`src/rtl/inst_fetch_resp_pkg.sv`:
```
`default_nettype none
// +----------------------------------------------------------------------+
// | Module      : inst_fetch_resp_pkg                                    |
// | Description : Shared widths, line-size default and fetch FSM         |
// |               encoding for the instruction-fetch responder.          |
// | Revision    : 1.0 - initial release                                  |
// +----------------------------------------------------------------------+
package inst_fetch_resp_pkg;

    // Instruction address and instruction word widths
    localparam int c_INST_ADDR_W = 32;
    localparam int c_INST_W      = 32;

    // Default number of 32-bit words held in the fetch line
    localparam int c_LINE_WORDS  = 4;

    // Fill state machine: idle/serving hits, issuing a read, waiting for data
    typedef enum logic [1:0] {
        FETCH_IDLE = 2'd0,
        FETCH_REQ  = 2'd1,
        FETCH_WAIT = 2'd2
    } fetch_state_t;

endpackage : inst_fetch_resp_pkg
`default_nettype wire

```
`src/rtl/inst_line_buf.sv`:
```
`default_nettype none
// +----------------------------------------------------------------------+
// | Module      : inst_line_buf                                          |
// | Description : Single fetch line: LINE_WORDS x 32 storage plus tag    |
// |               and valid flag. One write port, one combinational      |
// |               read/compare port.                                     |
// | Revision    : 1.0 - initial release                                  |
// +----------------------------------------------------------------------+
module inst_line_buf
    import inst_fetch_resp_pkg::*;
#(
    parameter int LINE_WORDS = c_LINE_WORDS,
    parameter int OFF_W      = $clog2(LINE_WORDS)
) (
    input  logic                  clk,
    input  logic                  rst,
    // Tag capture and valid control
    input  logic                  i_tag_we,
    input  logic [29-OFF_W:0]     i_tag,
    input  logic                  i_valid_set,
    input  logic                  i_valid_clr,
    // Word write port
    input  logic                  i_word_we,
    input  logic [OFF_W-1:0]      i_word_idx,
    input  logic [c_INST_W-1:0]   i_word_data,
    // Combinational read/compare port
    input  logic [29-OFF_W:0]     i_rd_tag,
    input  logic [OFF_W-1:0]      i_rd_idx,
    output logic                  o_hit,
    output logic [c_INST_W-1:0]   o_word,
    output logic [29-OFF_W:0]     o_tag
);

    logic [c_INST_W-1:0] r_words [LINE_WORDS];
    logic [29-OFF_W:0]   r_tag;
    logic                r_valid;

    // Line storage; contents are meaningless until the valid flag is set
    always_ff @(posedge clk) begin
        if (i_word_we) begin
            r_words[i_word_idx] <= i_word_data;
        end
    end

    // Tag and valid flag; a clear request outranks a set request
    always_ff @(posedge clk or negedge rst) begin
        if (!rst) begin
            r_tag   <= '0;
            r_valid <= 1'b0;
        end else begin
            if (i_tag_we) begin
                r_tag <= i_tag;
            end
            if (i_valid_clr) begin
                r_valid <= 1'b0;
            end else if (i_valid_set) begin
                r_valid <= 1'b1;
            end
        end
    end

    assign o_hit  = r_valid & (i_rd_tag == r_tag);
    assign o_word = r_words[i_rd_idx];
    assign o_tag  = r_tag;

endmodule : inst_line_buf
`default_nettype wire

```
`src/rtl/inst_fetch_resp.sv`:
```
`default_nettype none
// +----------------------------------------------------------------------+
// | Module      : inst_fetch_resp                                        |
// | Description : Instruction-fetch responder. Serves hits from a        |
// |               one-line buffer with zero latency and refills the line |
// |               word by word from a variable-latency backing memory    |
// |               with one outstanding read.                             |
// | Revision    : 1.0 - initial release                                  |
// +----------------------------------------------------------------------+
module inst_fetch_resp
    import inst_fetch_resp_pkg::*;
#(
    parameter int LINE_WORDS = c_LINE_WORDS
) (
    input  logic                      clk,
    input  logic                      rst,
    // Core fetch port
    input  logic                      ce_i,
    input  logic [c_INST_ADDR_W-1:0]  addr_i,
    output logic [c_INST_W-1:0]       data_o,
    output logic                      stall_req_o,
    input  logic                      flush_i,
    // Backing instruction memory
    output logic                      mem_req_o,
    output logic [c_INST_ADDR_W-1:0]  mem_addr_o,
    input  logic                      mem_rvalid_i,
    input  logic [c_INST_W-1:0]       mem_rdata_i
);

    localparam int OFF_W = $clog2(LINE_WORDS);

    fetch_state_t        r_state;
    fetch_state_t        w_state_nxt;
    logic [OFF_W-1:0]    r_cnt;
    logic                r_poison;

    logic                w_buf_hit;
    logic [c_INST_W-1:0] w_buf_word;
    logic [29-OFF_W:0]   w_buf_tag;

    logic                w_idle;
    logic                w_hit;
    logic                w_miss_idle;
    logic                w_word_we;
    logic                w_last;
    logic                w_fill_done;
    logic                w_valid_set;
    logic                w_valid_clr;

    // Byte-offset bits of the fetch address carry no information
    logic                w_unused_addr_bits;
    assign w_unused_addr_bits = ^addr_i[1:0];

    assign w_idle      = (r_state == FETCH_IDLE);
    assign w_hit       = ce_i & w_buf_hit & w_idle;
    assign w_miss_idle = ce_i & ~w_buf_hit & w_idle;
    assign w_word_we   = (r_state == FETCH_WAIT) & mem_rvalid_i;
    assign w_last      = (r_cnt == OFF_W'(LINE_WORDS - 1));
    assign w_fill_done = w_word_we & w_last;

    // A new fill invalidates the old line right away so a poisoned fill
    // can never expose a stale line under the new tag.
    assign w_valid_clr = w_miss_idle | (w_idle & flush_i);
    assign w_valid_set = w_fill_done & ~r_poison & ~flush_i;

    inst_line_buf #(
        .LINE_WORDS (LINE_WORDS),
        .OFF_W      (OFF_W)
    ) u_line_buf (
        .clk         (clk),
        .rst         (rst),
        .i_tag_we    (w_miss_idle),
        .i_tag       (addr_i[31:OFF_W+2]),
        .i_valid_set (w_valid_set),
        .i_valid_clr (w_valid_clr),
        .i_word_we   (w_word_we),
        .i_word_idx  (r_cnt),
        .i_word_data (mem_rdata_i),
        .i_rd_tag    (addr_i[31:OFF_W+2]),
        .i_rd_idx    (addr_i[OFF_W+1:2]),
        .o_hit       (w_buf_hit),
        .o_word      (w_buf_word),
        .o_tag       (w_buf_tag)
    );

    // State register
    always_ff @(posedge clk or negedge rst) begin
        if (!rst) begin
            r_state <= FETCH_IDLE;
        end else begin
            r_state <= w_state_nxt;
        end
    end

    // Next-state logic: IDLE -> REQ -> WAIT, looping until the last word lands
    always_comb begin
        w_state_nxt = r_state;
        case (r_state)
            FETCH_IDLE: begin
                if (w_miss_idle) begin
                    w_state_nxt = FETCH_REQ;
                end
            end
            FETCH_REQ: begin
                w_state_nxt = FETCH_WAIT;
            end
            FETCH_WAIT: begin
                if (mem_rvalid_i) begin
                    w_state_nxt = w_last ? FETCH_IDLE : FETCH_REQ;
                end
            end
            default: begin
                w_state_nxt = FETCH_IDLE;
            end
        endcase
    end

    // Fill word counter; wraps to zero after the last word of the line
    always_ff @(posedge clk or negedge rst) begin
        if (!rst) begin
            r_cnt <= '0;
        end else if (w_word_we) begin
            r_cnt <= r_cnt + {{(OFF_W-1){1'b0}}, 1'b1};
        end
    end

    // Poison flag: a flush seen mid-fill keeps the completed line invalid
    always_ff @(posedge clk or negedge rst) begin
        if (!rst) begin
            r_poison <= 1'b0;
        end else if (w_fill_done) begin
            r_poison <= 1'b0;
        end else if (!w_idle && flush_i) begin
            r_poison <= 1'b1;
        end
    end

    // Fetch-port and memory-port outputs
    always_comb begin
        data_o      = '0;
        stall_req_o = 1'b0;
        mem_req_o   = 1'b0;
        mem_addr_o  = '0;
        if (w_hit) begin
            data_o = w_buf_word;
        end
        // Stall is forced low while reset is held so the pipeline is not
        // frozen by a reset-time miss.
        stall_req_o = rst & ce_i & ~w_hit;
        if (r_state == FETCH_REQ) begin
            mem_req_o  = 1'b1;
            mem_addr_o = {w_buf_tag, r_cnt, 2'b00};
        end
    end

endmodule : inst_fetch_resp
`default_nettype wire
```
`config.mk`:
```
export PLATFORM = sky130hd
export DESIGN_NAME = inst_fetch_resp
export DESIGN_NICKNAME = d
export VERILOG_FILES = /design/src/rtl/inst_fetch_resp_pkg.sv /design/src/rtl/inst_line_buf.sv /design/src/rtl/inst_fetch_resp.sv
export SDC_FILE = /design/constraint.sdc
export NUM_CORES = 1
export LEC_CHECK = 0
export BUFFER_PORTS_ARGS = -buffer_cell sky130_fd_sc_hd__buf_2
export CAP_MARGIN = 20
export CORE_MARGIN = 4
export CORE_UTILIZATION = 25
export CTS_CLUSTER_SIZE = 25
export DETAILED_ROUTE_END_ITERATION = 8
export PLACE_DENSITY_LB_ADDON = 0.12
export SLEW_MARGIN = 20
export SYNTH_ARGS = -nofsm -noshare
export SYNTH_HDL_FRONTEND = slang
export SYNTH_SLANG_ARGS = --single-unit
```
`constraint.sdc`:
```
create_clock -name clk -period 3 [get_ports clk]
set_input_delay 0.3 -clock clk [delete_from_list [all_inputs] [get_ports clk]]
set_output_delay 0.3 -clock clk [all_outputs]
set_load 0.01 [all_outputs]
```
==> results by group, run 1 <==
Worst setup path
  • Worst r2r src: r_state[0]
  • Arrival time worst endpoint: 2.48 ns
  • Crit Path Max Fanout: 33
  • Setup crit start: u_line_buf.o_tag[5]
  • Critical path type: register to output port
  • WP data required: about 2.7 ns
  • CP Launch Type: register
  • Element type at the critical path end: output port

Power and ir drop
  • Leak: roughly 3.3 nW
  • PD cells: 789 mW/mm²
  • Worst-case vdd ir drop: 0.347 mV

GRT
  • First-pass GRT wire length: 24400 µm
  • M3 GR Usage: 0.0430
  • Met1 Usage GRT: 0.133
  • Global route overflow: 0
  • Vias in the first global route: 4034
  • GR Util All Layers: 0.106
  • GR peak layer: met2
  • Initial antenna violation count: 4
  • Pin count of the biggest net entering global routing: 35
  • M2 GR Usage: 0.172

Placement
  • IO buf count: 130
  • Post-detail-place hpwl: 10200 µm
  • GPL Wtd Cong: 0.712

STA
  • Final slew viol count: 0
  • Setup violators final: 0
  • Fmax: between 300 and 400 MHz
  • Final hold slack: 0.0980 ns
  • Final hold violations: 0
  • Worst slew pin tran: 0.668 ns
  • Min Tclk post-route: 2.78 ns
  • RSZ-0062 raised after global routing: no
  • Max_slew headroom: 0.555
  • Clk_skew: approximately 0.008 ns
  • Setup TNS: 0 ns
  • Ratio of final minimum period to clock period: 0.928

Logic synthesis
  • Synthesized area per cell: roughly 18 µm²
  • Post-synthesis adder-cell area fraction: 0.00731
  • Post-synth top area share: 0.561
  • Post-Synth XOR/XNOR Area: 0.0371
  • Number of synthesized flops with an enable pin: 128
  • Distinct cell type count after synthesis: 28
  • Simple-gate share of the synthesized area: 0.0809
  • Synthesized instance count: between 300 and 400
  • Yosys top cell by area: edfxtp_1
  • Main combinational cell family by area after synthesis: multiplexers
  • Largest cells by area after synthesis: edfxtp_1, dfrtp_1, mux4_2
  • Mapped Area: 0.00685 mm²
  • Synth Area in Compound Gates: 0.00439
  • Ys flop type: edfxtp_1
  • Asr flop ratio synth: 0.210
  • Mux cell area share after synthesis: 0.167
  • Synth warn: 0
  • #FFs+latches synth: 162
  • Register area share after synthesis: 0.686

Floorplanning
  • Core area: ~0.027 mm²
  • Initial Util: 0.254
  • FP Rows: 60
  • I/O pins: ~140
  • DIE WIDTH: between 150 and 200 µm
  • Die Ht: 174 µm
  • Die area: 0.0301 mm²

Detailed routing
  • Vias post-DR: 3679
  • Post-Route WL: 15800 µm
  • DRT iter0 DRCs: 189
  • DRT antenna net count: 0
  • DRC errors left: 0
  • Drt wl/cell: approximately 18 µm
  • DR vias/cell: about 4.2
  • Drt pass-1 iters: 4

Clocking
  • Post-CTS Setup Bufs: 0
  • Clk buf depth: 2
  • CTS buffer count: 17
  • Clk_lat worst skew: 0.41 ns
  • CTS tree: built
  • # H-tree levels: 4
  • Num Clock Sinks: between 150 and 200
  • CTS clk-pin slew, worst paths: 0.07 ns
  • CTS root buf: clkbuf_16

Cells and area
  • Share of layout cells above drive strength 1: 0.460
  • Register area: 0.00469 mm²
  • Layout area overhead: 25.6%
  • # fillers: 2655
  • Final net count: 592
  • Area of the multi-input gates: 0.00207 mm²
  • # diodes: 0

Status
  • Status: complete, no violations

Run
  • Max-cap viol count: 0

Worst hold path
  • Hold Path Class: input pin to register
  • Worst Hold Launch: mem_rdata_i[10]
## layout make-up
type                       instances  share of cell area
sequential                       162               0.546
multi-input combinational        189               0.241
timing repair buffer             145              0.0919
tap                              341              0.0496
clock buffer                      17              0.0494
clock inverter                    14              0.0207
inverter                           4             0.00175
## cell usage in the layout, fill, tap and decap left out, drive strengths merged
cell / count
buf: 144
edfxtp: 128
dfrtp: 34
and2: 34
mux4: 32
nor2b: 31
xnor2: 29
mux2: 28
clkbuf: 17
inv: 9
nand4: 7
nor2: 4
nand2: 4
ha: 4
clkinv: 4
bufinv: 3
nor4: 2
and2b: 2
conb: 2
clkinvlp: 2
a21oi: 2
nand3: 1
and3b: 1
and3: 1
a21o: 1
nor3b: 1
or2: 1
o21ai: 1
a22oi: 1
dlygate4sd3: 1
## cell usage after synthesis, types with 2 or more instances
cell and count:
and2b_1 2, buf_6 3, nand2_1 4, a21oi_1 2, buf_2 3, edfxtp_1 128, dfrtp_1 34, nor4_2 2
inv_1 4, mux2_4 28, xnor2_1 29, nand4_1 7, clkbuf_1 11, ha_1 4, mux4_2 32, buf_4 2
and2_1 34, nor2_1 4, nor2b_1 31
## path summary, 6_finish.rpt
check                      slack (ns)                         to  cells after the start
min in group asynchronous        0.50       u_line_buf.o_tag[17]                      3
max reg2reg                      0.74       u_line_buf.o_tag[23]                      5
max in group asynchronous        2.16       u_line_buf.o_tag[25]                      3
max                              0.22                 data_o[13]                      7
min reg2reg                      0.52                   r_poison                      2
min                               0.1  u_line_buf.r_words[0][10]                      1
## report_power, final
part	internal, mW	total, mW	switching, mW	leakage, nW
registers	2.80	3.04	0.238	1.56
clock network	1.32	2.24	0.921	0.294
logic	0.827	1.51	0.682	1.46
total	4.95	6.79	1.84	3.31
## per-stage QoR
stage / utilization / worst slack (ns) / instances / power (mW) / area, µm²
finish: 0.319 / 0.216 / 872 / 6.79 / 8600
global route: 0.319 / 0.0171 / 872 / 7.19 / 8600
CTS: 0.318 / 0.0454 / 872 / 6.91 / 8580
detailed placement: 0.296 / 0.523 / 840 / 4.61 / 7970
global placement: 0.296 / 0.564 / 840 / 4.60 / 7970
floorplan: - / 0.953 / 374 / 4.12 / 6850
## registers in the layout, summed over array words and instances (netlist names)
| name | cells |
|---|---|
| r_cnt | 2 |
| r_poison | 1 |
| r_state | 2 |
| u_line_buf.o_tag | 28 |
| u_line_buf.r_valid | 1 |
| u_line_buf.r_words | 128 |
## worst max-delay path: stages, from the launching register on
cell and delay [ns]:
dfrtp_1 0.41, xnor2_1 0.18, nand4_1 0.17, nor4_4 0.42, nand4_1 0.13, buf_4 0.29, nor2b_1 0.26, buf_2 0.17
## metal layers
metal,part of all wire,wire length (µm),vias up
met5,0.0027,42,-
met4,0.0096,151,8
met3,0.066,1040,16
met2,0.48,7530,109
li1,-,-,1690
met1,0.44,7000,1856
## cell families after synthesis
| group | Yosys count |
|---|---|
| fa+ha+maj | 4 |
| other cells | 1 |
| mux | 60 |
| flops | 162 |
| simple gates | 89 |
| compound gates | 5 |
| xor+xnor | 29 |
| buf+inv | 23 |
## repair_timing
action	CTS	global route
resized for setup	0	3
hold endpoints to repair	34	0
hold buffers	1	0
endpoints found under the setup margin	0	7
Note: power is estimated with default switching activity, not from simulation.
==> run 2: changes to the inputs <==
--- a/config.mk
+++ b/config.mk
@@ -12,6 +12,7 @@
 export CTS_CLUSTER_SIZE = 25
 export DETAILED_ROUTE_END_ITERATION = 8
 export PLACE_DENSITY_LB_ADDON = 0.12
+export RECOVER_POWER = 50
 export SLEW_MARGIN = 20
 export SYNTH_ARGS = -nofsm -noshare
 export SYNTH_HDL_FRONTEND = slang
==> run 2 against run 1 <==
Net effect:
- the flow now finishes with violations (capacitance limit, slew limit)
- worst hold slack improved by 0.036 ns
- clock power about the same
- register-to-register slack got worse by 0.34 ns
- sequential share of layout area increased by 0.35 points
- final area decreased by 0.64%
- wire length decreased by 0.12%
- critical path type unchanged
- largest cell class unchanged
==> results by group, run 2 (synthesized netlist as in run 1, its figures left out) <==
Status
  • Status: complete, but fails checks
  • Failing checks: capacitance limit, slew limit

STA
  • Setup violators final: 0 (unchanged)
  • Worst slew pin tran: 2.01 ns (+1.35 ns)
  • Min Tclk post-route: 2.79 ns (+0.00207 ns)
  • Final slew viol count: 52 (+52)
  • Clk_skew: 0.00824 ns (+0.000104 ns)
  • Ratio of final minimum period to clock period: 0.929 (about the same)
  • RSZ-0062 raised after global routing: no
  • Max_slew headroom: -0.343 (-0.898)
  • Setup TNS: 0 ns (unchanged)
  • Final hold slack: 0.134 ns (+0.0355 ns)
  • Fmax: 359 MHz (about the same)
  • Final hold violations: 0 (unchanged)
  • Post-route setup slack: 0.214 ns (-0.00207 ns)

Run
  • Max-cap viol count: 2 (+2)

Clocking
  • CTS tree: built
  • CTS clk-pin slew, worst paths: 0.07 ns (about the same)
  • Clk_lat worst skew: 0.42 ns (about the same)
  • CTS buffer count: 17 (unchanged)
  • Clk buf depth: 2 (unchanged)
  • CTS root buf: clkbuf_16
  • # H-tree levels: 4 (unchanged)
  • Num Clock Sinks: 162 (unchanged)
  • Post-CTS Setup Bufs: 0 (unchanged)

Detailed routing
  • Vias post-DR: 3665 (-0.38%)
  • DR vias/cell: 4.20 (-0.38%)
  • DRT iter0 DRCs: 187 (-1.1%)
  • DRC errors left: 0 (unchanged)
  • Drt pass-1 iters: 4 (unchanged)
  • Drt wl/cell: 18.1 µm (-0.12%)
  • DRT antenna net count: 0 (unchanged)
  • Post-Route WL: 15700 µm (-0.12%)

Power and ir drop
  • Total power: 6.78 mW (-0.20%)
  • PD cells: 793 mW/mm² (+0.44%)
  • Worst-case vdd ir drop: 0.347 mV (about the same)
  • Leak: 3.20 nW (-3.2%)

Cells and area
  • Design area: 0.00855 mm² (-0.64%)
  • Max FFs per register: 128 (unchanged)
  • Most flops, register: u_line_buf.r_words
  • Register area: 0.00469 mm² (unchanged)
  • Layout area overhead: 24.8%
  • # fillers: 2670 (+0.56%)
  • Most frequent cells in the layout: edfxtp_1, buf_2, clkbuf_1
  • Share of layout cells above drive strength 1: 0.388 (-0.0716)
  • # diodes: 0 (unchanged)
  • Final net count: 592 (unchanged)
  • Area of the multi-input gates: 0.00207 mm² (-0.12%)
  • Commonest non-fill, non-tap cell in the layout: edfxtp_1

Floorplanning
  • I/O pins: 135 (unchanged)
  • Die Ht: 174 µm (unchanged)
  • Die area: 0.0301 mm² (unchanged)
  • FP Rows: 60 (unchanged)
  • DIE WIDTH: 174 µm (unchanged)
  • Initial Util: 0.254 (unchanged)
  • Core area: 0.0270 mm² (unchanged)

GRT
  • Pin count of the biggest net entering global routing: 35 (unchanged)
  • Vias in the first global route: 4034 (unchanged)
  • Initial antenna violation count: 4 (unchanged)
  • Global route overflow: 0 (unchanged)
  • First-pass GRT wire length: 24400 µm (unchanged)
  • GR Util All Layers: 0.106 (unchanged)

Placement
  • GPL Wtd Cong: 0.712 (unchanged)
  • Dpl cell area: 0.00797 mm² (unchanged)
  • Pre-CTS setup slack: 0.523 ns (unchanged)
  • Post-detail-place hpwl: 10200 µm (unchanged)
  • IO buf count: 130 (unchanged)

Worst setup path
  • Cells along the critical path: xnor2_1 -> nand4_1 -> nor4_4 -> nand4_1 -> buf_4 -> nor2b_1 -> buf_2
  • CP Launch Type: register
  • Worst r2r src: r_state[0]
  • Crit Path Max Fanout: 33 (unchanged)
  • Most common cell on crit path: nand4_1
  • Arrival time worst endpoint: 2.49 ns (about the same)
  • Setup crit start: u_line_buf.o_tag[17]
  • Slowest CP cell: nor4_4
  • WP data required: 2.70 ns (about the same)
  • Max stage delay on crit path: 0.42 ns (about the same)
  • Critical path type: register to output port
  • Element type at the critical path end: output port

Worst hold path
  • Worst Hold Launch: addr_i[9]
  • Hold Path Class: input pin to register
==> run 2: cell types whose count changed in the layout (fill, tap and decap cells not counted), sizes merged <==
cell and delta:
buf -37, clkbuf +37
==> run 2: path summary, 6_finish.rpt <==
path	endpoint	slack, ns	cells after the start
min in group asynchronous	u_line_buf.o_tag[17]	1.15	3
worst max-delay path	data_o[13]	0.21	7
worst max register to register	u_line_buf.r_words[3][20]	0.40	3
worst min-delay path	u_line_buf.o_tag[5]	0.13	2
worst min register to register	r_poison	0.52	2
max in group asynchronous	u_line_buf.o_tag[25]	0.69	3
==> run 2: per-layer routing <==
layer | vias to the layer above | GRT usage | part of all wire
li1 | 1690 | - | -
met1 | 1841 | 0.133 | 0.44
met2 | 109 | 0.172 | 0.48
met3 | 17 | 0.0430 | 0.069
met4 | 8 | 0.0269 | 0.0098
met5 | - | 0 | 0.0027
==> run 2: timing repair <==
item | in CTS | in global routing
gates resized for setup | 0 | 3
hold endpoints to repair | 34 | 0
hold buffers | 1 | 0
setup endpoints to repair | 0 | 7
==> run 2: per-stage QoR <==
step           instances  utilization
2_1_floorplan        374            -
3_3_place_gp         840        0.296
3_5_place_dp         840        0.296
4_1_cts              872        0.318
5_1_grt              872        0.317
6_report             872        0.317
==> run 2: power by group <==
part,internal [mW],switching [mW],leakage [nW]
Sequential,2.80,0.238,1.56
Combinational,0.811,0.681,1.35
Clock,1.32,0.921,0.294
Total,4.94,1.84,3.20
==> run 2: layout make-up <==
type | count | share of cell area
clock buffers | 17 | 0.0498
clock inverters | 14 | 0.0208
inverters | 4 | 0.00176
multi-input cells | 189 | 0.242
flip-flops and latches | 162 | 0.549
well taps | 341 | 0.0499
repair buffers | 145 | 0.0864
==> run 2: worst max-delay path: cells and delay by family (launching register included) <==
family,cells,cell delay (ns)
xor gates and xnor gates,1,0.17
DFF,1,0.41
and+or+nand+nor,4,0.99
buffers and inverters,2,0.46
==> run 3: changes to the inputs <==
--- a/config.mk
+++ b/config.mk
@@ -11,7 +11,7 @@
 export CORE_UTILIZATION = 25
 export CTS_CLUSTER_SIZE = 25
 export DETAILED_ROUTE_END_ITERATION = 8
-export PLACE_DENSITY_LB_ADDON = 0.12
+export PLACE_DENSITY = 0.45
 export RECOVER_POWER = 50
 export SLEW_MARGIN = 20
 export SYNTH_ARGS = -nofsm -noshare
==> run 3 against run 2 <==
Net effect:
- the flow now finishes without violations
- combinational power hardly changed
- first-iteration DRC count decreased by 27%
- total power decreased by 1.9%
- wire length fell by 3.5%
- highest routed layer unchanged
==> results by group, run 3 (synthesized netlist as in run 1, its figures left out) <==
Status
  • Status: complete, no violations

Cells and area
  • Most flops, register: u_line_buf.r_words
  • Commonest non-fill, non-tap cell in the layout: edfxtp_1
  • Final net count: 593 (+0.17%)
  • Share of layout cells above drive strength 1: 0.388 (+0.000420)
  • # diodes: 0 (unchanged)
  • Most frequent cells in the layout: edfxtp_1, buf_2, dfrtp_1
  • Post-Route Utilization: 0.316 (-0.000789)
  • Max FFs per register: 128 (unchanged)
  • Layout area overhead: 24.5%

Worst setup path
  • CP Launch Type: register
  • Worst r2r src: u_line_buf.o_tag[21]
  • Most common cell on crit path: nand4_1
  • Element type at the critical path end: output port
  • Crit Path Max Fanout: 32 (-3.0%)
  • Max stage delay on crit path: 0.42 ns (about the same)
  • WP data required: 2.70 ns (about the same)
  • FF-to-FF path depth: 6 (+3)
  • R2r endpoint: u_line_buf.o_tag[6]
  • Slowest CP cell: nor4_1
  • Worst reg-to-reg setup slack: 0.40 ns (about the same)
  • Critical path type: register to output port
  • Cells along the critical path: xnor2_1 -> nand4_1 -> nor4_1 -> nand4_1 -> buf_6 -> nor2b_1 -> buf_2
  • Arrival time worst endpoint: 2.42 ns (-0.07 ns)

Power and ir drop
  • PD cells: 780 mW/mm² (-1.6%)
  • Worst-case vdd ir drop: 0.318 mV (-8.4%)
  • Leak: 3.19 nW (-0.41%)

STA
  • Max_slew headroom: 0.0934 (+0.436)
  • Setup violators final: 0 (unchanged)
  • Fmax: 368 MHz (+2.5%)
  • Ratio of final minimum period to clock period: 0.906 (-0.0225)
  • Final slew viol count: 0 (-100%)
  • Clk_skew: 0.0206 ns (+0.0124 ns)
  • Setup TNS: 0 ns (unchanged)
  • Post-route setup slack: 0.282 ns (+0.0676 ns)
  • Min Tclk post-route: 2.72 ns (-0.0676 ns)
  • Worst slew pin tran: 1.36 ns (-0.654 ns)
  • Final hold violations: 0 (unchanged)
  • Final hold slack: 0.122 ns (-0.0117 ns)
  • RSZ-0062 raised after global routing: no

Placement
  • Pre-CTS setup slack: 0.469 ns (-0.0543 ns)
  • GPL Wtd Cong: 0.765 (+7.5%)
  • IO buf count: 130 (unchanged)
  • Post-detail-place hpwl: 9980 µm (-1.8%)

Worst hold path
  • Hold Path Class: input pin to register
  • Worst hold path cell count: 2 (unchanged)
  • Worst Hold Launch: addr_i[16]
  • Worst Hold End: u_line_buf.o_tag[12]

Detailed routing
  • DRT antenna net count: 0 (unchanged)
  • DRC errors left: 0 (unchanged)
  • DR vias/cell: 4.23 (+0.70%)
  • DRT iter0 DRCs: 136 (-27%)
  • Vias post-DR: 3699 (+0.93%)
  • Drt wl/cell: 17.4 µm (-3.7%)
  • Drt pass-1 iters: 4 (unchanged)
  • Post-Route WL: 15200 µm (-3.5%)

Clocking
  • CTS root buf: clkbuf_16
  • Num Clock Sinks: 162 (unchanged)
  • CTS buffer count: 17 (unchanged)
  • CTS clk-pin slew, worst paths: 0.08 ns (about the same)
  • # H-tree levels: 4 (unchanged)
  • CTS tree: built
  • Clk buf depth: 2 (unchanged)
  • Post-CTS Setup Bufs: 0 (unchanged)
  • Clk_lat worst skew: 0.43 ns (about the same)

Floorplanning
  • FP Rows: 60 (unchanged)
  • Die Ht: 174 µm (unchanged)
  • Core area: 0.0270 mm² (unchanged)
  • DIE WIDTH: 174 µm (unchanged)
  • Die area: 0.0301 mm² (unchanged)
  • Initial Util: 0.254 (unchanged)
  • I/O pins: 135 (unchanged)

GRT
  • Pin count of the biggest net entering global routing: 36 (+2.9%)
  • Global route overflow: 0 (unchanged)
  • Initial antenna violation count: 3 (-1)
  • GR Util All Layers: 0.102 (-0.00409)
  • First-pass GRT wire length: 24000 µm (-1.7%)
  • Vias in the first global route: 4251 (+5.4%)

Run
  • Max-cap viol count: 0 (-2)
==> run 3: changes by cell type in the layout (fill, tap and decap cells not counted), moves of 3 or more <==
cell,delta
bufinv_16,-3
clkbuf_1,-3
clkinv_2,-3
clkinv_8,+5
==> run 3: layout make-up <==
| type | instances | area [µm²] |
|---|---|---|
| clock buffer | 17 | 425 |
| clock inverter | 15 | 170 |
| fill | 2644 | 18400 |
| inverter | 4 | 15.0 |
| multi-input combinational | 189 | 2040 |
| sequential | 162 | 4690 |
| tap | 341 | 427 |
| timing repair buffer | 146 | 758 |
==> run 3: per-stage QoR <==
step	cells	power (mW)	area [µm²]
2_1_floorplan	374	4.12	6850
3_3_place_gp	841	4.58	7980
3_5_place_dp	841	4.61	7980
4_1_cts	874	6.80	8590
5_1_grt	874	7.00	8530
6_report	874	6.65	8530
==> run 3: worst max path at each step <==
stage                    startpoint                 end
6_report        u_line_buf.o_tag[7]           data_o[7]
5_1_grt                  r_state[0]       mem_addr_o[3]
4_1_cts         u_line_buf.o_tag[7]          data_o[22]
3_5_place_dp   u_line_buf.o_tag[25]          data_o[22]
3_3_place_gp             addr_i[20]          data_o[22]
2_1_floorplan            r_state[0]  u_line_buf.r_valid
==> run 3: what timing repair did <==
action                                  4_1_cts  5_1_grt
endpoints found under the setup margin        3       20
hold endpoints to repair                     34        0
hold buffers                                  1        0
pin swaps                                     0        1
gates resized for setup                       1        2
==> run 3: critical path: cells and delay by family (launching register included) <==
| kind | cells | cell delay (ns) |
|---|---|---|
| XOR/XNOR | 1 | 0.20 |
| flip-flops | 1 | 0.41 |
| AND/OR/NAND/NOR | 4 | 0.96 |
| buffers and inverters | 2 | 0.42 |
==> run 3: report_power, final <==
part,internal (mW),switching [mW],total [mW]
clock network,1.11,1.02,2.13
logic,0.807,0.674,1.48
registers,2.80,0.235,3.04
total,4.72,1.93,6.65
==> run 3: layer usage <==
metal  global-route usage  share of wire  up-vias
li1                     -              -     1695
met1                0.130           0.44     1867
met2                0.164           0.48      117
met3               0.0401          0.070       14
met4               0.0249         0.0074        6
met5                    0         0.0026        -
